[src/rtl/shift_ex_stage.sv]
// Execute-stage shift unit: SLL/SRL/SRA log shifters into a 2-entry skid buffer.
// Define SHIFT_EX_ZBB_EN to make ROL/ROR legal; otherwise they are reserved ops.
module shift_ex_stage #(
    parameter int TAG_W   = 5,
    parameter int SHAMT_W = 5
) (
    input  logic             i_clk,
    input  logic             i_reset,
    input  logic             i_flush,
    input  logic             i_valid,
    output logic             o_ready,
    input  logic [2:0]       i_op,
    input  logic [31:0]      i_a,
    input  logic [31:0]      i_b,
    input  logic [TAG_W-1:0] i_tag,
    output logic             o_valid,
    input  logic             i_ready,
    output logic [31:0]      o_result,
    output logic [TAG_W-1:0] o_tag,
    output logic             o_illegal
);

    localparam logic [2:0] OP_SLL = 3'b000;
    localparam logic [2:0] OP_SRL = 3'b001;
    localparam logic [2:0] OP_SRA = 3'b010;
`ifdef SHIFT_EX_ZBB_EN
    localparam logic [2:0] OP_ROL = 3'b011;
    localparam logic [2:0] OP_ROR = 3'b100;
`endif

    logic [SHAMT_W-1:0] shamt;
    logic               fill;
    logic               unused_b;

    assign shamt    = i_b[SHAMT_W-1:0];
    assign fill     = (i_op == OP_SRA) & i_a[31];
    assign unused_b = ^i_b[31:SHAMT_W];

    // One left tree for SLL; one right tree shared by SRL/SRA via the fill bit.
    logic [31:0] sl_lvl [SHAMT_W+1];
    logic [31:0] sr_lvl [SHAMT_W+1];

    assign sl_lvl[0] = i_a;
    assign sr_lvl[0] = i_a;

    for (genvar k = 0; k < SHAMT_W; k++) begin : g_shift
        localparam int W = 1 << k;
        assign sl_lvl[k+1] = shamt[k] ? {sl_lvl[k][31-W:0], {W{1'b0}}}
                                      : sl_lvl[k];
        assign sr_lvl[k+1] = shamt[k] ? {{W{fill}}, sr_lvl[k][31:W]}
                                      : sr_lvl[k];
    end

`ifdef SHIFT_EX_ZBB_EN
    // ROR by s is ROL by (32 - s) mod 32, so a single rotate tree serves both.
    logic [SHAMT_W-1:0] rot_amt;
    logic [31:0]        rl_lvl [SHAMT_W+1];

    assign rot_amt   = (i_op == OP_ROR) ? (SHAMT_W'(0) - shamt) : shamt;
    assign rl_lvl[0] = i_a;

    for (genvar k = 0; k < SHAMT_W; k++) begin : g_rot
        localparam int W = 1 << k;
        assign rl_lvl[k+1] = rot_amt[k] ? {rl_lvl[k][31-W:0], rl_lvl[k][31:32-W]}
                                        : rl_lvl[k];
    end
`endif

    logic [31:0] calc_result;
    logic        calc_illegal;

    always_comb begin
        calc_result  = '0;
        calc_illegal = 1'b0;
        case (i_op)
            OP_SLL: calc_result = sl_lvl[SHAMT_W];
            OP_SRL: calc_result = sr_lvl[SHAMT_W];
            OP_SRA: calc_result = sr_lvl[SHAMT_W];
`ifdef SHIFT_EX_ZBB_EN
            OP_ROL: calc_result = rl_lvl[SHAMT_W];
            OP_ROR: calc_result = rl_lvl[SHAMT_W];
`endif
            default: calc_illegal = 1'b1;
        endcase
    end

    logic             m_valid;
    logic [31:0]      m_result;
    logic [TAG_W-1:0] m_tag;
    logic             m_illegal;

    logic             s_valid;
    logic [31:0]      s_result;
    logic [TAG_W-1:0] s_tag;
    logic             s_illegal;

    logic accept;
    logic main_free;

    // o_ready comes straight from the skid flop, never from i_ready.
    assign o_ready   = !s_valid;
    assign accept    = i_valid && o_ready;
    assign main_free = !m_valid || i_ready;

    always_ff @(posedge i_clk) begin
        if (i_reset) begin
            m_valid   <= 1'b0;
            m_result  <= '0;
            m_tag     <= '0;
            m_illegal <= 1'b0;
            s_valid   <= 1'b0;
            s_result  <= '0;
            s_tag     <= '0;
            s_illegal <= 1'b0;
        end else if (i_flush) begin
            m_valid <= 1'b0;
            s_valid <= 1'b0;
        end else if (main_free) begin
            if (s_valid) begin
                m_valid   <= 1'b1;
                m_result  <= s_result;
                m_tag     <= s_tag;
                m_illegal <= s_illegal;
                s_valid   <= 1'b0;
            end else if (accept) begin
                m_valid   <= 1'b1;
                m_result  <= calc_result;
                m_tag     <= i_tag;
                m_illegal <= calc_illegal;
            end else begin
                m_valid <= 1'b0;
            end
        end else if (accept) begin
            s_valid   <= 1'b1;
            s_result  <= calc_result;
            s_tag     <= i_tag;
            s_illegal <= calc_illegal;
        end
    end

    assign o_valid   = m_valid;
    assign o_result  = m_result;
    assign o_tag     = m_tag;
    assign o_illegal = m_illegal;

endmodule

[config.mk]
export PLATFORM = sky130hd
export DESIGN_NAME = shift_ex_stage
export DESIGN_NICKNAME = d
export VERILOG_FILES = /design/src/rtl/shift_ex_stage.sv
export SDC_FILE = /design/constraint.sdc
export NUM_CORES = 1
export LEC_CHECK = 0
export CORE_MARGIN = 5
export CORE_UTILIZATION = 55
export DETAILED_ROUTE_END_ITERATION = 16
export GPL_ROUTABILITY_DRIVEN = 1
export HOLD_SLACK_MARGIN = 0.05
export PLACE_DENSITY_LB_ADDON = 0.1
export SYNTH_ARGS = -nofsm -noshare
export SYNTH_HDL_FRONTEND = slang
export SYNTH_SLANG_ARGS = --single-unit
export TNS_END_PERCENT = 30
[constraint.sdc]
create_clock -name i_clk -period 2.7 [get_ports i_clk]
set_input_delay 0.54 -clock i_clk [delete_from_list [all_inputs] [get_ports i_clk]]
set_output_delay 0.54 -clock i_clk [all_outputs]
set_load 0.05 [all_outputs]
==> impl_results.md, run 1 <==
- Yosys reg bits: 78
- Worst-Margin Slew: 783 ps
- Clock tree buffer depth: 2
- LEAKAGE: 3.56 nW
- Syn_nets: 929
- Remaining Overflow, GRT: 0
- Register area: 1560 µm²
- Most frequent cell after synthesis: nor2_1
- Hold path startpoint: i_reset
- Initial antenna violation count: 0
- R2r startpoint: o_valid
- Post-CTS setup repair buffer count: 0
- Pre-CTS setup slack: -199 ps
- Placed Cells: 1,215
- Core area: 12,200 µm²
- Run status: completed
- Worst Hold Path Cells: 2
- Largest area contributor in the netlist: dfxtp_1
- Post-synth ARST share: 0%
- Area of the multi-input gates: 4930 µm²
- Fin nets: 1,135
- RePlAce Congestion: 1.11
- Synthesized area per cell: 8.09 µm²
- CP Launch Point: i_a[24]
- FF-to-FF path depth: 7
- DP HPWL: 21.5 mm
- IO Pins: 117
- Drt via density: 6.68
- Yosys cell types: 66
- Worst Path Required: 2910 ps
- RSZ-0062 raised after global routing: no
- Crit path kind: primary input to flop
- Period utilization: 98.4%
- Worst skew pair latency: 340 ps
- Area share of the largest cell type after synthesis: 22.7%
- # DRC: 0
- Global-route wire length before repair: 43.0 mm
- Main flop type after synthesis: dfxtp_1
- N_diodes: 0
- Post-cts gate resize count: 0
- TritonCTS clock tree: yes
- Total wire length: 27.2 mm
- Tmin final: 2660 ps
- Seq/Total Area, Yosys: 22.7%
- Root buffer cell: clkbuf_16
- CP Launch Type: primary input
- Synth area leaders: dfxtp_1 23%, mux4_2 13%, mux2i_1 6.7%
- Drt first pass iters: 5
- Most frequent cells after synthesis: 114 x nor2_1, 78 x dfxtp_1, 76 x nand2_1
- Total number of vias: 8,224
- Hold_buf cts: 0
- Post-synth EDFFs: 0
- Initial Utilization: 56.6%
- Max Cap Violations: 0
- Port Buffer Count: 89
- Worst VDD drop: 0.297 mV
- Syn Inst Count: 852
- Final hold vios: 0
- Non-filler instance count after layout: 1,231
- FILL cells: 880
- Placement Rows: 40
- Max-slew violations: 0
- Die W: 122 µm
- Crit. End Element: flop
- Full die area: 14,900 µm²
- Worst min path class: primary input to flop
- Max-slew headroom: 47.7%
- Hold slack: 452 ps
- Largest net degree at the start of global routing: 57
- CTS clk-pin slew, worst paths: 60 ps
- Pwr/cell area: 408 nW/µm²
- Area Growth Syn to Fin: 37.0%
- Routed Antenna Nets: 0
- Clock Sinks: 78
- Num CTS Buffers: 9
- Post-Route Skew: 8.20 ps
- H-tree depth: 3
- YS warnings: 0
- Number of global-route vias before repair: 7,873
- All-layer global routing usage: 37.1%
- Max frequency: 376 MHz
- Layout cells sized above 1: 25.3%
- CP arrival: 2860 ps
- Iteration-0 DRC Markers: 1,045
- Final worst slack: 42.2 ps
- Crit Path Max Fanout: 7
- Die height: 122 µm
- Final setup fails: 0
- Netlist Area Pre-Place: 6890 µm²
- Routed WL per cell: 22.1 µm
## critical path, stage by stage
cell and delay (ps):
clkdlybuf4s50_1 560, mux2_1 390, mux4_2 530, nand2_1 110
a31oi_1 150, o41ai_1 440, a31oi_1 140
## metrics by stage
step | utilization [%] | TNS [ps] | power, mW | cell area (µm²)
2_1_floorplan | - | 0 | 1.98 | 6890
3_3_place_gp | 75.1 | -3420 | 2.59 | 9140
3_5_place_dp | 75.1 | -5790 | 2.62 | 9140
4_1_cts | 77.6 | 0 | 3.84 | 9440
5_1_grt | 77.6 | 0 | 4.00 | 9440
6_report | 77.6 | 0 | 3.85 | 9440
## sequential cells by signal (all words and copies together) (netlist names)
name	count
s_result	32
o_illegal	1
s_tag	5
o_result	32
s_valid	1
o_tag	5
o_valid	1
s_illegal	1
## metal layers
| metal | GRT usage, % | wire length (µm) | vias up | part of all wire, % |
|---|---|---|---|---|
| li1 | - | - | 3683 | - |
| met1 | 47.0 | 10300 | 3923 | 38 |
| met2 | 60.2 | 12800 | 513 | 47 |
| met3 | 8.08 | 2750 | 105 | 10 |
| met4 | 17.2 | 1440 | 0 | 5.3 |
| met5 | 0 | 0 | - | 0 |
## cell type report
class | instances | area share [%]
clock buffer | 11 | 2.57
clock inverter | 5 | 0.610
inverter | 6 | 0.239
multi-input combinational | 685 | 52.3
sequential | 78 | 16.5
tap | 168 | 2.23
timing repair buffer | 278 | 25.5
## cells by family after synthesis
kind of cell              synth area share (%)
and+or+nand+nor                           22.6
AOI/OAI and AO/OA                         22.7
muxes                                     26.0
buffers and inverters                     5.81
DFF                                       22.7
xor gates and xnor gates                 0.236
## final timing paths
| check | to | slack (ps) |
|---|---|---|
| worst min register to register | o_illegal | 460 |
| worst min-delay path | s_result[31] | 450 |
| worst max-delay path | o_result[21] | 40 |
| worst max register to register | o_result[27] | 790 |
## report_power, final
group	total, mW	internal (mW)	leakage (nW)	switching, mW
sequential	1.21	1.19	0.634	0.0203
clock	1.22	0.742	0.150	0.474
combinational	1.43	0.634	2.78	0.794
## cells in the final DEF, fill, tap and decap left out, types with 3 or more instances in the layout
| master | n |
|---|---|
| buf_4 | 182 |
| nor2_1 | 114 |
| clkdlybuf4s50_1 | 85 |
| dfxtp_1 | 78 |
| nand2_1 | 76 |
| mux2i_1 | 46 |
| nor3_1 | 43 |
| mux4_2 | 41 |
| a21oi_1 | 35 |
| o21ai_0 | 27 |
| nand3_1 | 27 |
| mux2_1 | 26 |
| a311oi_1 | 24 |
| or3_1 | 22 |
| a211oi_1 | 22 |
| o21ai_1 | 21 |
| a22oi_1 | 19 |
| a31oi_1 | 17 |
| o22ai_1 | 15 |
| nand2b_1 | 9 |
| nor2b_1 | 9 |
| nor4_1 | 9 |
| clkbuf_16 | 9 |
| buf_12 | 9 |
| mux2_2 | 8 |
| a221oi_1 | 5 |
| inv_1 | 4 |
| nand3b_1 | 4 |
| o31ai_1 | 4 |
| or2_1 | 3 |
| o21a_1 | 3 |
| o211ai_1 | 3 |
| a32oi_1 | 3 |
| o32ai_1 | 3 |
| o32a_1 | 3 |
| o41ai_1 | 3 |
| a32o_1 | 3 |
(Power assumes the default switching activity.)
==> inputs of run 2 (changes only) <==
Settings changed: SKIP_CTS_REPAIR_TIMING set to 1, SLEW_MARGIN set to 10.
==> results of run 2 <==
Same layout as run 1: the final DEF is identical, and so are final timing and power.
==> inputs of run 3 (changes only) <==
Settings changed: CORE_UTILIZATION 55 to 45.
==> run 3 against run 2 <==
Register-to-register slack worse by 180 ps; clock skew is 1.2 ps lower; worst setup slack worse by 26 ps; worst hold slack better by 2.2 ps; first-iteration DRC count is 28% lower; die area is 20% higher; utilization is 13 points lower; via count is 0.88% higher; largest cell class unchanged.
==> impl_results.md, run 3 (synthesis gave the netlist of run 1 again) <==
- Pre-CTS setup slack: -466 ps (was -199 ps)
- CP Launch Type: primary input (unchanged)
- Iteration-0 DRC Markers: 754 (was 1,045)
- Routed WL per cell: 23.1 µm (was 22.1 µm)
- Die W: 134 µm (was 122 µm)
- CP arrival: 2900 ps (was 2860 ps)
- Crit Path Max Fanout: 5 (was 7)
- CTS clk-pin slew, worst paths: 60 ps (about the same)
- Drt first pass iters: 7 (was 5)
- Total number of vias: 8,296 (was 8,224)
- Most frequent cells in the layout: 218 x buf_4, 113 x nor2_1, 84 x clkdlybuf4s50_1, 78 x dfxtp_1, 76 x nand2_1 (was 182 x buf_4, 114 x nor2_1, 85 x clkdlybuf4s50_1, 78 x dfxtp_1, 76 x nand2_1)
- Core area: 15,100 µm² (was 12,200 µm²)
- Global-route wire length before repair: 45.9 mm (was 43.0 mm)
- Period utilization: 99.4% (was 98.4%)
- All-layer global routing usage: 32.6% (was 37.1%)
- Total wire length: 29.7 mm (was 27.2 mm)
- Post-Route Skew: 6.99 ps (was 8.20 ps)
- Layout cells sized above 1: 28.5% (was 25.3%)
- Worst-Margin Slew: 750 ps (was 783 ps)
- Num CTS Buffers: 9 (unchanged)
- Initial Utilization: 45.7% (was 56.6%)
- IO Pins: 117 (unchanged)
- Max-slew violations: 0 (unchanged)
- Max frequency: 373 MHz (was 376 MHz)
- Run status: completed (unchanged)
- LEAKAGE: 3.76 nW (was 3.56 nW)
- Crit path kind: primary input to flop (unchanged)
- # DRC: 0 (unchanged)
- Post-layout util: 64.7% (was 77.6%)
- Design area: 9760 µm² (was 9440 µm²)
- Pwr/cell area: 406 nW/µm² (was 408 nW/µm²)
- RePlAce Congestion: 1.08 (was 1.11)
- Largest net degree at the start of global routing: 57 (unchanged)
- Placement Rows: 45 (was 40)
- H-tree depth: 3 (unchanged)
- Die height: 134 µm (was 122 µm)
- DP HPWL: 24.2 mm (was 21.5 mm)
- Clock Sinks: 78 (unchanged)
- N_diodes: 0 (unchanged)
- Worst min path class: flop to flop (was primary input to flop)
- FILL cells: 1,334 (was 880)
- Worst skew pair latency: 350 ps (was 340 ps)
- Clock tree buffer depth: 2 (unchanged)
- Drt via density: 6.45 (was 6.68)
- Crit. End Element: flop (unchanged)
- Fin nets: 1,170 (was 1,135)
- Worst VDD drop: 0.322 mV (was 0.297 mV)
- Full die area: 17,900 µm² (was 14,900 µm²)
- Root buffer cell: clkbuf_16 (unchanged)
- TritonCTS clock tree: yes (unchanged)
- Final setup fails: 0 (unchanged)
- Worst Path Required: 2920 ps (was 2910 ps)
- Number of global-route vias before repair: 7,914 (was 7,873)
- Port Buffer Count: 89 (unchanged)
- Hold slack: 454 ps (was 452 ps)
- Commonest non-fill, non-tap cell in the layout: buf_4 (unchanged)
- Initial antenna violation count: 0 (unchanged)
- Final worst slack: 16.5 ps (was 42.2 ps)
- Max Cap Violations: 0 (unchanged)
- Area Growth Syn to Fin: 41.7% (was 37.0%)
- Remaining Overflow, GRT: 0 (unchanged)
- Final hold vios: 0 (unchanged)
- Area after DPL: 9410 µm² (was 9140 µm²)
- Max-slew headroom: 50.0% (was 47.7%)
- RSZ-0062 raised after global routing: no (unchanged)
- Tmin final: 2680 ps (was 2660 ps)
- Routed Antenna Nets: 0 (unchanged)
run 3: cell count changes in the layout (fill, tap and decap cells not counted), sizes merged:
cell           change
clkdlybuf4s50      -1
clkinv             -1
dlymetal6s2s       +1
clkinvlp           +1
inv                +1
buf               +35
clkbuf             -1
run 3: final cells by class:
class	count	area [µm²]	share of cell area (%)
multi-input combinational	685	4980	51.0
clock buffer	10	239	2.45
tap	188	235	2.41
sequential	78	1560	16.0
clock inverter	6	68.8	0.705
timing repair buffer	313	2660	27.2
inverter	6	22.5	0.231
run 3: worst paths after layout:
check | from | cells past startpoint | end | slack (ps)
worst max register to register | s_valid | 7 | o_result[29] | 610
worst max-delay path | i_a[10] | 9 | s_result[27] | 20
worst min-delay path | o_illegal | 2 | o_illegal | 450
worst min register to register | o_illegal | 2 | o_illegal | 450
run 3: layer usage:
metal | up-vias | GRT usage, % | wire (µm)
met3 | 76 | 5.36 | 2330
met1 | 4010 | 43.2 | 12200
li1 | 3749 | - | -
met2 | 461 | 54.1 | 14100
met4 | 0 | 10.7 | 1060
met5 | - | 0 | 0
run 3: power breakdown:
group / total [mW] / internal, mW / switching [mW]
clock network: 1.26 / 0.748 / 0.510
registers: 1.21 / 1.19 / 0.0188
logic: 1.50 / 0.667 / 0.831
run 3: metrics by stage:
stage          TNS (ps)  std cells  power [mW]
2_1_floorplan         0        852        1.98
3_3_place_gp     -10730       1270        2.65
3_5_place_dp     -12900       1270        2.68
4_1_cts            -415       1286        3.94
5_1_grt               0       1286        4.11
6_report              0       1286        3.96
run 3: critical path: stages:
cell,delay (ps)
clkdlybuf4s50_1,490
buf_4,180
mux4_2,510
mux2_2,290
a22oi_1,250
buf_4,180
nor2_1,30
nor3_1,290
a211oi_1,130
